<file path="config.mk">
export PLATFORM = sky130hd
export DESIGN_NAME = nibble_serial_adder
export DESIGN_NICKNAME = d
export VERILOG_FILES = /design/src/rtl/nibble_serial_pkg.sv /design/src/rtl/nibble_serial_adder_rca.sv /design/src/rtl/nibble_serial_adder.sv
export SDC_FILE = /design/constraint.sdc
export NUM_CORES = 1
export LEC_CHECK = 0
export CORE_UTILIZATION = 35
export CTS_BUF_LIST = sky130_fd_sc_hd__clkbuf_16
export CTS_CLUSTER_DIAMETER = 40
export DETAILED_ROUTE_END_ITERATION = 6
export MAX_ROUTING_LAYER = met4
export PLACE_DENSITY_LB_ADDON = 0.12
export SLEW_MARGIN = 10
export SYNTH_ARGS = -nofsm -noshare
export SYNTH_HDL_FRONTEND = slang
export SYNTH_SLANG_ARGS = --single-unit
</file>
<file path="constraint.sdc">
create_clock -name clk -period 4.9 [get_ports clk]
set_input_delay 0.98 -clock clk [delete_from_list [all_inputs] [get_ports clk]]
set_output_delay 0.98 -clock clk [all_outputs]
set_load 0.01 [all_outputs]
</file>
<file path="src/rtl/nibble_serial_pkg.sv">
// Shared types and helpers for the nibble-serial adder/subtractor.
package nibble_serial_pkg;

    localparam int NIBBLE_W = 4;

    typedef enum logic [1:0] {
        IDLE = 2'd0,
        RUN  = 2'd1,
        DONE = 2'd2
    } state_t;

    // Width of the nibble index counter; never narrower than one bit.
    function automatic int idx_width(input int nibbles);
        int w;
        w = 1;
        for (int i = 1; i < 32; i++) begin
            if ((1 << i) < nibbles) begin
                w = i + 1;
            end
        end
        return w;
    endfunction

endpackage

</file>
<file path="src/rtl/nibble_serial_adder_rca.sv">
// Four-bit ripple-carry adder, the single arithmetic slice reused for every nibble.
module four_bit_rca
    import nibble_serial_pkg::*;
(
    input  logic [NIBBLE_W-1:0] a,
    input  logic [NIBBLE_W-1:0] b,
    input  logic                cin,
    output logic [NIBBLE_W-1:0] sum,
    output logic                cout
);

    logic [NIBBLE_W:0] c;

    assign c[0] = cin;

    // Plain full-adder chain so the carry path stays a true ripple.
    for (genvar i = 0; i < NIBBLE_W; i++) begin : g_fa
        assign sum[i]   = a[i] ^ b[i] ^ c[i];
        assign c[i + 1] = (a[i] & b[i]) | (c[i] & (a[i] ^ b[i]));
    end

    assign cout = c[NIBBLE_W];

endmodule

</file>
<file path="src/rtl/nibble_serial_adder.sv">
// Wide adder/subtractor that reuses one 4-bit RCA over all nibbles, LSB first.
//
//   state | meaning
//   ------+-----------------------------------------------------------
//   IDLE  | ready=1, waiting for start; operands captured on accept
//   RUN   | one nibble per clock through the RCA, idx = current nibble
//   DONE  | done=1 for one cycle, results already registered
//
module nibble_serial_adder
    import nibble_serial_pkg::*;
#(
    parameter int NIBBLES = 4
) (
    input  logic                          clk,
    input  logic                          rst_n,
    input  logic                          start,
    input  logic                          sub,
    input  logic [NIBBLE_W*NIBBLES-1:0]   A,
    input  logic [NIBBLE_W*NIBBLES-1:0]   B,
    output logic                          ready,
    output logic                          done,
    output logic [NIBBLE_W*NIBBLES-1:0]   S,
    output logic                          Cout,
    output logic                          Ovf
);

    localparam int             IW       = idx_width(NIBBLES);
    localparam logic [IW-1:0]  LAST_IDX = IW'(NIBBLES - 1);

    state_t                             state;
    logic [IW-1:0]                      idx;
    logic [NIBBLES-1:0][NIBBLE_W-1:0]   a_q;
    logic [NIBBLES-1:0][NIBBLE_W-1:0]   b_q;
    logic [NIBBLES-1:0][NIBBLE_W-1:0]   w_q;
    logic [NIBBLES-1:0][NIBBLE_W-1:0]   w_next;
    logic                               carry_q;

    logic [NIBBLE_W-1:0]                rca_a;
    logic [NIBBLE_W-1:0]                rca_b;
    logic [NIBBLE_W-1:0]                rca_sum;
    logic                               rca_cout;

    logic                               a_msb;
    logic                               b_eff_msb;

    // Operand nibble select; a compare-based mux keeps unused idx codes harmless.
    always_comb begin
        rca_a = '0;
        rca_b = '0;
        for (int i = 0; i < NIBBLES; i++) begin
            if (idx == IW'(i)) begin
                rca_a = a_q[i];
                rca_b = b_q[i];
            end
        end
    end

    four_bit_rca u_rca (
        .a    (rca_a),
        .b    (rca_b),
        .cin  (carry_q),
        .sum  (rca_sum),
        .cout (rca_cout)
    );

    // Work word with the current nibble merged in, so the last cycle can publish it directly.
    always_comb begin
        w_next = w_q;
        for (int i = 0; i < NIBBLES; i++) begin
            if (idx == IW'(i)) begin
                w_next[i] = rca_sum;
            end
        end
    end

    // b_q already holds the inverted operand for subtract, so its MSB is b_eff's MSB.
    assign a_msb     = a_q[NIBBLES-1][NIBBLE_W-1];
    assign b_eff_msb = b_q[NIBBLES-1][NIBBLE_W-1];

    // Sequencer: capture, per-nibble accumulate, and publish results on the final nibble.
    always_ff @(posedge clk or negedge rst_n) begin
        if (!rst_n) begin
            state   <= IDLE;
            idx     <= '0;
            a_q     <= '0;
            b_q     <= '0;
            w_q     <= '0;
            carry_q <= 1'b0;
            ready   <= 1'b1;
            done    <= 1'b0;
            S       <= '0;
            Cout    <= 1'b0;
            Ovf     <= 1'b0;
        end else begin
            case (state)
                IDLE: begin
                    done <= 1'b0;
                    if (start) begin
                        a_q     <= A;
                        b_q     <= sub ? ~B : B;
                        carry_q <= sub;
                        idx     <= '0;
                        ready   <= 1'b0;
                        state   <= RUN;
                    end
                end
                RUN: begin
                    w_q     <= w_next;
                    carry_q <= rca_cout;
                    if (idx == LAST_IDX) begin
                        S     <= w_next;
                        Cout  <= rca_cout;
                        Ovf   <= (a_msb == b_eff_msb) && (rca_sum[NIBBLE_W-1] != a_msb);
                        done  <= 1'b1;
                        state <= DONE;
                    end else begin
                        idx <= idx + 1'b1;
                    end
                end
                DONE: begin
                    done  <= 1'b0;
                    ready <= 1'b1;
                    idx   <= '0;
                    state <= IDLE;
                end
                default: begin
                    done  <= 1'b0;
                    ready <= 1'b1;
                    idx   <= '0;
                    state <= IDLE;
                end
            endcase
        end
    end

endmodule

</file>
==> results of run 1 <==
[cells in the final DEF (no fill, tap or decap), types with 10 or more instances in the layout]
cell and instances:
clkdlybuf4s50_1 54, nand4_1 13, mux2_1 10, a21oi_1 54
o21ai_0 38, xnor2_1 18, dfrtp_1 98, nand2_1 41
mux2i_1 11, nor2_1 47, inv_1 12, mux2_2 24
[worst min-delay path by stage]
stage                     cells after the start  startpoint     end  slack [ns]
after detailed placement                      1       S[13]   S[13]        0.48
after floorplan                               1      w_q[0]  w_q[0]        0.46
after CTS                                     1       S[13]   S[13]        0.50
final                                         1       S[13]   S[13]        0.49
after global routing                          1      w_q[0]  w_q[0]        0.52
after global placement                        1      w_q[3]  w_q[3]        0.47
[critical path, stage by stage, from the launching register on]
cell and delay [ns]:
dfrtp_1 0.44, inv_1 0.10, ha_1 0.65, nand3b_1 0.19, a21oi_1 0.08, a21oi_1 0.14, o21ai_0 0.10, nand2_1 0.12
fa_1 0.16, inv_1 0.05, fa_1 0.37, fa_1 0.41, fa_1 0.69, nor2_1 0.08, a21oi_1 0.13, a21oi_1 0.08
[cells by family after synthesis]
group | after synthesis | share of synthesized area (%)
mux | 45 | 9.54
fa+ha+maj | 8 | 2.52
simple gates | 172 | 19.0
compound gates | 122 | 13.3
flops | 99 | 47.9
buf+inv | 48 | 4.16
xor+xnor | 21 | 3.56
[through the flow]
| step | std cells | instance area, µm² | total power, mW |
|---|---|---|---|
| after floorplan | 515 | 5170 | 0.897 |
| after global placement | 723 | 5830 | 0.953 |
| after detailed placement | 723 | 5830 | 0.954 |
| after CTS | 739 | 6120 | 1.68 |
| after global routing | 739 | 6120 | 1.72 |
| final | 739 | 6120 | 1.66 |
[per-layer routing]
| metal | routed length, µm | up-vias |
|---|---|---|
| li1 | - | 1903 |
| met1 | 5870 | 1839 |
| met2 | 5680 | 75 |
| met3 | 449 | 13 |
| met4 | 165 | 0 |
| met5 | 0 | - |
[flip-flops by register name (all words and copies together) (netlist names), 2 cells and up]
name / cells
b_q: 15
w_q: 12
state: 2
a_q: 15
S: 16
idx: 32
[cell type report]
class                      instances  area, µm²  share of cell area [%]
multi-input combinational        368       2490                    40.7
inverter                          12       45.0                   0.736
clock buffer                       9        225                    3.68
timing repair buffer              60        586                    9.57
tap                              184        230                    3.76
sequential                        99       2480                    40.5
clock inverter                     7       66.3                    1.08
[power breakdown]
| part | switching, mW | internal [mW] |
|---|---|---|
| sequential | 0.0119 | 0.835 |
| clock | 0.366 | 0.361 |
| combinational | 0.0400 | 0.0491 |
==> metrics.md, run 1 <==
| Metric | Value |
|---|---|
| Status | finished clean |
| Final Max Slew Viols | 0 |
| Post-synthesis cell count | 515 |
| Worst-Margin Slew | 1.04 ns |
| Fin crit share | 80.0% |
| Crit Reg-Reg Endpoint | Ovf |
| RSZ-0062 raised after global routing | no |
| Post-CTS setup buffers | 0 |
| Area share of the largest cell type after synthesis | 47.4% |
| First-pass GRT wire length | 20300 µm |
| Max Cap Violations | 0 |
| Post-synthesis sequential element count | 99 |
| GRT Util Overall | 18.2% |
| Synthesis Warnings | 0 |
| Initial antenna violation count | 0 |
| Hold Crit Class | reg2reg |
| Vias in the first global route | 3885 |
| CP Launch Point | idx[1] |
| Worst-Skew Late Latency | 0.37 ns |
| Nets | 594 |
| Grt ovf | 0 |
| Core Area | 14500 µm² |
| GR Util met3 | 4.43% |
| Reg2reg path depth | 15 |
| CP endpoint kind | register |
| DRT antenna net count | 0 |
| Avg Cell Area, Syn | 10.0 µm² |
| Sequential area share after synthesis | 47.9% |
| DR WL/cell | 16.5 µm |
| Post-Syn Nets | 559 |
| DR vias/cell | 5.18 |
| Power Density | 272 nW/µm² |
| Final-report hold violation count | 0 |
| GR Util met1 | 23.3% |
| Final core occ | 42.3% |
| Global Route met2 Usage | 28.5% |
| TNS Setup | 0 ns |
| Area growth syn-to-layout | 18.3% |
| RePlAce Congestion | 0.782 |
| CTS Buf Count | 9 |
| Starting DRT DRC Count | 217 |
| Final wirelength | 12200 µm |
| Dpl ws | 0.972 ns |
| Row cnt | 44 |
| Leak pwr | 2.53 nW |
| Die height | 124 µm |
| # diodes | 0 |
| DR pass1 iterations | 5 |
| Worst-path clk slew | 0.08 ns |
| Worst setup path endpoint | Ovf |
| Via Count | 3830 |
| FFs w/ async S/R, synth | 100% |
| Post-route setup slack | 0.979 ns |
| Die Span X | 124 µm |
| Buffers on Ports | 55 |
| Clock tree buffer depth | 2 |
| Synth area leaders | dfrtp_1, a21oi_1, mux2_2 |
| Crit path arrival time | 4.16 ns |
| Largest net degree at the start of global routing | 65 |
| Clock sink count | 99 |
| H-tree depth | 3 |
| Crit-path max FO | 20 |
| CTS tree | built |
| Ports | 56 |
| Maximum vdd ir drop | 0.161 mV |
| CTS Root Cell | clkbuf_16 |
| Most Crowded Layer GR | met2 |
| Synth area leader | dfrtp_1 |
| Synth Cell Area | 5170 µm² |
| Worst Path Required | 5.14 ns |
| Max transition margin | 30.4% |
| Synth cell count leaders | dfrtp_1, a21oi_1, nor2_1 |
| Post-DP HPWL | 8150 µm |
| Post-synth EDFFs | 0 |
| Post-CTS Resized | 0 |
| Setup Skew | 0.0137 ns |
| Crit path time final | 3.92 ns |
| Reg-to-reg critical path startpoint | idx[1] |
| # setup viols final | 0 |
| R2r setup slk | 0.98 ns |
| Post-route DRC | 0 |
| Fmax achieved | 0.255 GHz |
| CTS Hold Buffers Added | 0 |
| Hold_ws | 0.489 ns |
| Critical path launch point type | register |
| Ys flop type | dfrtp_1 |
| FILL cells | 1392 |
| Layout cell share with drive strength beyond 1 | 11.4% |
| Starting Density | 35.7% |
| Worst Setup Path Type | reg2reg |
| Post-synthesis cell type count | 50 |
| Die area | 15300 µm² |
| Most frequent cell after synthesis | dfrtp_1 |
Power figures use the tool's default switching activity.
==> run 2: changes to the inputs <==
==> constraint.sdc (replaced) <==
create_clock -name clk -period 3.5 [get_ports clk]
set_input_delay 0.7 -clock clk [delete_from_list [all_inputs] [get_ports clk]]
set_output_delay 0.7 -clock clk [all_outputs]
set_load 0.01 [all_outputs]
==> run 2 against run 1 <==
Sequential share of layout area is 0.78 points lower. Critical endpoint is now S[15]. Routed wire length is 2.9% higher. The flow now finishes with violations (design-rule violations). Largest cell class unchanged. Non-clock buffer count is 12 higher. Critical path type unchanged. First-iteration DRC count is 4.6% lower. Power is 38% higher. Clock power is 34% higher.
==> metrics.md, run 2 (synthesis results as in run 1) <==
| Metric | Value |
|---|---|
| Final cell count without fillers | 751 (+1.6%) |
| Die height | 124 µm (unchanged) |
| Worst Setup Path Type | reg2reg |
| Final-report hold violation count | 0 (unchanged) |
| CTS tree | built |
| TNS Setup | 0 ns (unchanged) |
| DR vias/cell | 5.28 (+2.0%) |
| Initial antenna violation count | 0 (unchanged) |
| Violated checks | design-rule violations |
| GRT Util Overall | 18.5% (+0.22 points) |
| Status | complete, but fails checks |
| NetSw | 553 µW (+32%) |
| Worst-Skew Late Latency | 0.36 ns (about the same) |
| Crit-path max FO | 11 (-45%) |
| CP bufs+invs | 3 (+1) |
| Fin crit share | 95.4% (+15 points) |
| Worst-Margin Slew | 0.985 ns (-0.0592 ns) |
| Area growth syn-to-layout | 20.8% |
| Die area | 15300 µm² (unchanged) |
| Ports | 56 (unchanged) |
| DR pass1 iterations | 6 (+1) |
| Final Max Slew Viols | 0 (unchanged) |
| First-pass GRT wire length | 20500 µm (+0.98%) |
| CP top delay family | adder cells |
| DRT antenna net count | 0 (unchanged) |
| Internal power | 1.73 mW (+39%) |
| Max reg flops | 32 (unchanged) |
| Starting DRT DRC Count | 207 (-4.6%) |
| H-tree depth | 3 (unchanged) |
| Largest Register | idx |
| RePlAce Congestion | 0.842 (+7.7%) |
| Most frequent cells in the layout | dfrtp_1, a21oi_1, clkdlybuf4s50_1 |
| Leak pwr | 2.59 nW (+2.3%) |
| Placed Cells incl. Taps | 733 (+1.4%) |
| Layout cell share with drive strength beyond 1 | 14.3% (+2.9 points) |
| Post-route setup slack | 0.160 ns (-0.819 ns) |
| Max transition margin | 34.1% (+3.7 points) |
| Starting Density | 35.7% (unchanged) |
| Part of the power in the clock network | 42.4% (-1.3 points) |
| Most common cell after layout, fill and taps aside | dfrtp_1 |
| CP endpoint kind | register |
| Power Density | 366 nW/µm² (+35%) |
| Final Total Pwr | 2.29 mW (+38%) |
| CP max-delay cell | fa_2 |
| Buffers on Ports | 55 (unchanged) |
| Switching Fraction | 24.2% (-0.97 points) |
| Cell Area, Placed | 5930 µm² (+1.7%) |
| Post-DP HPWL | 8850 µm (+8.6%) |
| Setup Skew | 0.0108 ns (-0.00287 ns) |
| Row cnt | 44 (unchanged) |
| Via Count | 3969 (+3.6%) |
| Largest net degree at the start of global routing | 63 (-3.1%) |
| Grt ovf | 0 (unchanged) |
| # setup viols final | 0 (unchanged) |
| Clock tree buffer depth | 2 (unchanged) |
| Dpl ws | -0.00876 ns (-0.981 ns) |
| Critical path launch point type | register |
| RSZ-0062 raised after global routing | no |
| Post-route DRC | 1 (+1) |
| Fmax achieved | 0.299 GHz (+17%) |
| Final wirelength | 12500 µm (+2.9%) |
| Crit path arrival time | 3.58 ns (-0.58 ns) |
| Gate power share | 5.7% (+0.3 points) |
| Final instance area | 6240 µm² (+2.1%) |
| CTS Root Cell | clkbuf_16 |
| Largest registers | idx: 32 flops, S: 16 flops |
| DR WL/cell | 16.7 µm (+1.3%) |
| Max Cap Violations | 0 (unchanged) |
| Nets | 606 (+2.0%) |
| Final core occ | 43.1% (+0.87 points) |
| Critical path cell sequence | inv_1 > ha_4 > nand3b_1 > a21oi_1 > a21oi_1 > o21ai_0 > nand2_1 > fa_1 > inv_1 > fa_1 > fa_2 > fa_2 > clkbuf_2 > mux2_1 |
| CP peak stage delay | 0.52 ns (-0.17 ns) |
| Crit path time final | 3.34 ns (-0.581 ns) |
| Worst Path Required | 3.74 ns (-1.40 ns) |
| Worst-path clk slew | 0.08 ns (about the same) |
| Core Area | 14500 µm² (unchanged) |
| Clock sink count | 99 (unchanged) |
| Hold_ws | 0.440 ns (-0.0495 ns) |
| CTS Buf Count | 9 (unchanged) |
| Vias in the first global route | 3895 (+0.26%) |
| # diodes | 0 (unchanged) |
| Sequential Power Share | 51.9% (+1.0 points) |
| Maximum vdd ir drop | 0.238 mV (+48%) |
| Die Span X | 124 µm (unchanged) |
| Hold Crit Class | in2async |
[run 2: cell count changes in the layout (fill, tap and decap cells not counted), sizes merged]
cell	change
clkinvlp	-1
clkbuf	+1
inv	+1
buf	+11
[run 2: area by class of cell]
class                           instances  area (µm²)
Fill cell                            1408        8230
Timing Repair Buffer                   72         698
Tap cell                              184         230
Multi-Input combinational cell        368        2510
Inverter                               12        45.0
Clock buffer                            9         225
Clock inverter                          7        55.1
Sequential cell                        99        2480
[run 2: power groups by stage]
stage	combinational (mW)	sequential [mW]	clock, mW
2_1_floorplan	0.0536	1.20	0
3_3_place_gp	0.131	1.21	0
3_5_place_dp	0.132	1.21	0
4_1_cts	0.134	1.19	1.00
5_1_grt	0.146	1.19	1.05
6_report	0.129	1.19	0.971
[run 2: path summary, 6_finish.rpt]
check	start	to	slack, ns	cells after the start
min in group clk	w_q[1]	w_q[1]	0.49	1
min	rst_n	idx[23]	0.44	1
max reg2reg	idx[1]	S[15]	0.16	14
max in group asynchronous	rst_n	idx[13]	2.40	2
max	idx[1]	S[15]	0.16	14
min reg2reg	w_q[1]	w_q[1]	0.49	1
[run 2: layer usage]
metal	GRT usage [%]	up-vias	share of wire [%]
li1	-	1931	-
met1	23.3	1952	46
met2	29.7	78	49
met3	4.52	8	3.5
met4	4.59	0	0.71
met5	-	-	0
[run 2: repair_timing]
action                     in CTS  in global routing
buffers inserted                0                  2
gates cloned                    0                  0
setup endpoints to repair       1                  8
hold buffers                    0                  0
gates resized for setup         1                  7
pin swaps                       0                  1
